### config.mk
export PLATFORM = sky130hd
export DESIGN_NAME = ps2_rx_fifo
export DESIGN_NICKNAME = d
export VERILOG_FILES = /design/src/rtl/ps2_rx_fifo.sv
export SDC_FILE = /design/constraint.sdc
export NUM_CORES = 1
export LEC_CHECK = 0
export BUFFER_PORTS_ARGS = -buffer_cell sky130_fd_sc_hd__buf_2
export CAP_MARGIN = 25
export CORE_AREA = 2 2 171 89
export DETAILED_ROUTE_END_ITERATION = 16
export DIE_AREA = 0 0 173 91
export GPL_TIMING_DRIVEN = 0
export PLACE_DENSITY = 0.78
export SLEW_MARGIN = 20
export SYNTH_ARGS = -nofsm -noshare
export SYNTH_HDL_FRONTEND = slang
export SYNTH_SLANG_ARGS = --single-unit
### constraint.sdc
create_clock -name CLK_I -period 3.7 [get_ports CLK_I]
set_input_delay 0 -clock CLK_I [delete_from_list [all_inputs] [get_ports CLK_I]]
set_output_delay 0 -clock CLK_I [all_outputs]
set_load 0.1 [all_outputs]
### src/rtl/ps2_rx_fifo.sv
// ps2_rx_fifo: PS/2 device-to-host receiver with deglitching, frame checks, timeout and FWFT byte FIFO
module ps2_rx_fifo #(
  parameter int DEPTH_LOG2     = 4,
  parameter int SYNC_STAGES    = 2,
  parameter int FILTER_LEN     = 8,
  parameter int TIMEOUT_CYCLES = 100000,
  parameter int PARITY_EN      = 1
) (
  input  logic                  CLK_I,
  input  logic                  RST_I,
  input  logic                  PS2C_I,
  input  logic                  PS2D_I,
  input  logic                  ACK_I,
  input  logic                  CLR_I,
  output logic [7:0]            DAT_O,
  output logic                  VALID_O,
  output logic [DEPTH_LOG2:0]   COUNT_O,
  output logic                  OVERFLOW_O,
  output logic                  ERR_O,
  output logic [7:0]            ERRCNT_O
);
  localparam int DEPTH = 1 << DEPTH_LOG2;
  localparam int TW = $clog2(TIMEOUT_CYCLES + 1);
  typedef enum logic [1:0] {IDLE, DATA, PARITY, STOP} state_t;
  logic [SYNC_STAGES-1:0] c_sync, d_sync;
  logic c_s, d_s, filt, fall;
  logic [7:0] fcnt;
  assign c_s = c_sync[SYNC_STAGES-1];
  assign d_s = d_sync[SYNC_STAGES-1];
  // filtered clock flips on the FILTER_LEN-th consecutive differing sample; fall is registered with it
  always_ff @(posedge CLK_I or negedge RST_I)
    if (!RST_I) begin
      c_sync <= '1;
      d_sync <= '1;
      filt   <= 1'b1;
      fcnt   <= '0;
      fall   <= 1'b0;
    end else begin
      c_sync <= {c_sync[SYNC_STAGES-2:0], PS2C_I};
      d_sync <= {d_sync[SYNC_STAGES-2:0], PS2D_I};
      fall   <= filt && !c_s && fcnt == 8'(FILTER_LEN - 1);
      fcnt   <= (c_s == filt || fcnt == 8'(FILTER_LEN - 1)) ? '0 : fcnt + 8'd1;
      if (c_s != filt && fcnt == 8'(FILTER_LEN - 1)) filt <= c_s;
    end
  state_t st, st_n;
  logic [2:0] bc, bc_n;
  logic [7:0] sh, sh_n;
  logic par, par_n, push, push_n, err_n;
  logic [TW-1:0] wd, wd_n;
  always_comb begin
    st_n   = st;
    bc_n   = bc;
    sh_n   = sh;
    par_n  = par;
    push_n = 1'b0;
    err_n  = 1'b0;
    wd_n   = (st == IDLE || fall) ? '0 : wd + TW'(1);
    if (fall)
      case (st)
        IDLE: begin
          st_n = d_s ? IDLE : DATA;
          bc_n = '0;
        end
        DATA: begin
          sh_n = {d_s, sh[7:1]};
          bc_n = bc + 3'd1;
          st_n = bc == 3'd7 ? PARITY : DATA;
        end
        PARITY: begin
          par_n = d_s;
          st_n  = STOP;
        end
        default: begin
          push_n = d_s && (PARITY_EN == 0 || ^{sh, par});
          err_n  = !push_n;
          st_n   = IDLE;
        end
      endcase
    else if (st != IDLE && wd == TW'(TIMEOUT_CYCLES - 1)) begin
      err_n = 1'b1;
      st_n  = IDLE;
    end
  end
  always_ff @(posedge CLK_I or negedge RST_I)
    if (!RST_I) begin
      st       <= IDLE;
      bc       <= '0;
      sh       <= '0;
      par      <= 1'b0;
      wd       <= '0;
      push     <= 1'b0;
      ERR_O    <= 1'b0;
      ERRCNT_O <= '0;
    end else begin
      st       <= st_n;
      bc       <= bc_n;
      sh       <= sh_n;
      par      <= par_n;
      wd       <= wd_n;
      push     <= push_n;
      ERR_O    <= err_n;
      ERRCNT_O <= err_n ? ERRCNT_O + 8'(ERRCNT_O != 8'hff) : CLR_I ? '0 : ERRCNT_O;
    end
  // sh stays untouched while IDLE, so it still holds the byte in the cycle push is high
  logic [7:0] mem [DEPTH];
  logic [DEPTH_LOG2-1:0] wp, rp, rp_n;
  logic [DEPTH_LOG2:0] cnt_n;
  logic pop, full, wr;
  assign pop   = VALID_O & ACK_I;
  assign full  = COUNT_O == (DEPTH_LOG2 + 1)'(DEPTH);
  assign wr    = push & (!full | pop);
  assign rp_n  = rp + DEPTH_LOG2'(pop);
  assign cnt_n = COUNT_O + (DEPTH_LOG2 + 1)'(wr) - (DEPTH_LOG2 + 1)'(pop);
  always_ff @(posedge CLK_I)
    if (wr) mem[wp] <= sh;
  always_ff @(posedge CLK_I or negedge RST_I)
    if (!RST_I) begin
      wp         <= '0;
      rp         <= '0;
      COUNT_O    <= '0;
      VALID_O    <= 1'b0;
      DAT_O      <= '0;
      OVERFLOW_O <= 1'b0;
    end else begin
      wp         <= wp + DEPTH_LOG2'(wr);
      rp         <= rp_n;
      COUNT_O    <= cnt_n;
      VALID_O    <= cnt_n != '0;
      DAT_O      <= cnt_n == '0 ? DAT_O : (wr && rp_n == wp) ? sh : mem[rp_n];
      OVERFLOW_O <= (push & full & !pop) | (!CLR_I & OVERFLOW_O);
    end
endmodule

==> results.py <==
metrics = {
    "status": {
        "outcome": "finished clean",
    },
    "critical_path": {
        "crit_family": "adder cells",
        "start_kind": "flip-flop",
        "crit_slowest_cell": "fa_1",
        "r2r_cells": 13,
        "r2r_end": "DAT_O[5]",
        "arrival_ns": 3.83,
        "crit_required_ns": 4.07,
        "reg2reg_slack_ns": 0.24,
        "critical_path_class": "flip-flop to flip-flop",
        "worstPathCellList": "inv_1, ha_1, a41o_1, o21ai_0, ha_1, inv_1, fa_1, inv_1, or3_1, nor4bb_1, buf_4, clkinvlp_4, a2bb2oi_1",
        "crit_fanout": 9,
        "max_stage_delay_ns": 0.47,
        "cp-end-kind": "flip-flop",
        "cpMostUsedCell": "inv_1",
        "crit_buf_inv": 5,
        "r2r_start": "COUNT_O[2]",
    },
    "floorplanning": {
        "die_area_mm2": 0.0157,
        "core-area_mm2": 0.0142,
        "boundaryPins": 30,
        "rows": 31,
        "die_w_um": 173,
        "start_util": 0.606,
        "die_h_um": 91,
    },
    "layout": {
        "antenna_cells": 0,
        "layout.nets": 644,
        "drive_above_1_share": 0.180,
        "area_growth_pct": 12.3,
        "final_util": 0.680,
        "final_cell_mix": "edfxtp_1, dfrtp_1, nor2_1",
        "final_area_mm2": 0.00965,
        "final_common_cell": "edfxtp_1",
        "finalNonFillerCells": 831,
        "fillCellCount": 955,
    },
    "synthesis": {
        "synth_top_flop_cell": "edfxtp_1",
        "netlist_area_mm2": 0.00860,
        "ys_warn_count": 0,
        "ys_seq_elements": 206,
        "syn_area_per_cell_um2": 15.2,
        "synth_cell_types": 46,
        "synth_fp_nets": 587,
        "synth-edff-count": 128,
        "synth.yosys.seq_area_share": 0.675,
        "async_reset_ff_frac": 0.379,
        "syn_inst": 564,
    },
    "clock_network": {
        "cts_buffer_depth": 3,
        "htree_levels": 1,
        "clock-sinks": 206,
        "cts_tree": "done",
        "root_buffer": "clkbuf_16",
        "clkTransAtPathRegs_ns": 0.07,
        "numCtsBuffers": 19,
        "post_cts.repair.setup_buffers": 0,
        "clk_latency_ns": 0.49,
    },
    "place": {
        "dp_hpwl_um": 11900,
        "dp_cells": 792,
        "io_buffers": 29,
        "placed_area_mm2": 0.00904,
        "place_congestion": 0.855,
        "dpl_worst_slack_ns": 0.0487,
    },
    "timing": {
        "worstMarginPinSlew_ns": 0.945,
        "timing.final.hold_violations": 0,
        "setup_viol": 0,
        "clock_skew_ns": 0.0214,
        "fmax_mhz": 289,
        "post-route-period-util": 0.935,
        "fin_crit_ns": 3.46,
        "hold_slack_ns": 0.0793,
        "worst_slack_ns": 0.240,
        "tns_ns": 0,
        "slew_violations": 0,
        "slew_headroom": 0.368,
    },
    "grt": {
        "grt_max_degree": 58,
        "antenna_found_initial": 0,
        "grt_pass1_wl_um": 27400,
        "track_usage": 0.232,
        "grt_overflow": 0,
        "grt_pass1_vias": 4870,
    },
    "detailed_routing": {
        "first_pass_iters": 6,
        "via_count": 4980,
        "wl_per_cell_um": 21.1,
        "wl_um": 17500,
        "drt_iter0_drc": 569,
        "drc": 0,
        "drtAntennaViolNets": 0,
        "viasPerCell": 5.99,
    },
    "pwr": {
        "power_leakage_nw": 3.87,
        "power_mw": 7.09,
        "power_density_mw_per_mm2": 734,
        "ir_worst_vdd_mv": 0.509,
    },
    "job": {
        "drv_cap": 0,
    },
    "worst_hold_path": {
        "holdCritPathClass": "input port to async pin",
    },
}
worst max-delay path by stage:
stage                     slack [ns]  depth (start not counted)  endpoint  startpoint
final                           0.24                         13  DAT_O[5]  COUNT_O[2]
after global routing           -0.01                         13  DAT_O[7]  COUNT_O[2]
after CTS                       0.04                         13  DAT_O[0]  COUNT_O[2]
after detailed placement        0.05                         13  DAT_O[1]  COUNT_O[2]
after global placement          0.27                         13  DAT_O[6]  COUNT_O[2]
after floorplan                0.004                         13  DAT_O[0]  COUNT_O[2]
metal layers:
layer  track usage  up-vias  wire (µm)
met5             0        -          0
met4        0.0523        0        263
met3        0.0758       24       1670
met2         0.310      173       7280
met1         0.370     2552       8330
li1              -     2231          -
cell usage after synthesis, drive strengths merged, types with 2 or more instances:
| library cell | number | area [µm²] |
|---|---|---|
| nand3b | 4 | 30.0 |
| or3 | 4 | 30.0 |
| dfrtp | 73 | 1830 |
| nor3 | 14 | 70.1 |
| xnor2 | 18 | 158 |
| o21ai | 23 | 115 |
| nor2b | 3 | 26.3 |
| nand2b | 8 | 50.1 |
| mux4 | 32 | 721 |
| a21oi | 12 | 60.1 |
| nand3 | 21 | 110 |
| inv | 22 | 82.6 |
| xor2 | 20 | 175 |
| clkbuf | 13 | 48.8 |
| buf | 5 | 31.3 |
| ha | 16 | 200 |
| and4 | 2 | 17.5 |
| nand4 | 3 | 18.8 |
| a2bb2oi | 8 | 70.1 |
| nor3b | 5 | 37.5 |
| mux2 | 8 | 90.1 |
| a211o | 5 | 43.8 |
| dfstp | 5 | 131 |
| nand2 | 23 | 86.3 |
| a21o | 2 | 15.0 |
| nor2 | 51 | 191 |
| edfxtp | 128 | 3840 |
| and3 | 7 | 43.8 |
| a22o | 16 | 140 |
state kept, by name, indices dropped and copies added, names as in the netlist:
signal,count
c_sync,2
st,2
rp,4
COUNT_O,5
par,1
d_sync,2
filt,1
fcnt,8
sh,8
ERRCNT_O,8
VALID_O,1
mem,128
ERR_O,1
DAT_O,8
bc,3
wd,17
push,1
fall,1
wp,4
OVERFLOW_O,1
area by class of cell:
class | count | area (µm²) | share of cell area
multi-input cells | 317 | 2650 | 0.275
plain buffers | 18 | 82.6 | 0.00855
well taps | 198 | 248 | 0.0257
inverters | 23 | 90.1 | 0.00933
clock buffers | 29 | 527 | 0.0546
flip-flops and latches | 206 | 5800 | 0.601
repair buffers | 36 | 235 | 0.0244
clock inverters | 4 | 18.8 | 0.00194
kinds of logic after synthesis:
group / after synthesis / synth area share
AO/OA/AOI/OAI: 71 / 0.0578
buffers and inverters: 41 / 0.0194
adder cells (fa/ha/maj): 17 / 0.0256
multiplexers: 40 / 0.0943
flip-flops: 206 / 0.675
AND/OR/NAND/NOR: 150 / 0.0870
XOR/XNOR: 39 / 0.0413
report_power, final:
part / total, mW / internal, mW / switching, mW / leakage, nW
clock network: 1.78 / 0.981 / 0.796 / 0.269
registers: 2.64 / 2.55 / 0.0875 / 2.33
logic: 2.67 / 1.01 / 1.67 / 1.27
total: 7.09 / 4.54 / 2.55 / 3.87
what timing repair did:
item	in CTS	in global routing
gates resized for setup	0	3
setup endpoints to repair	0	9
hold buffers	6	0
hold endpoints to repair	85	0
(Power assumes the default switching activity.)
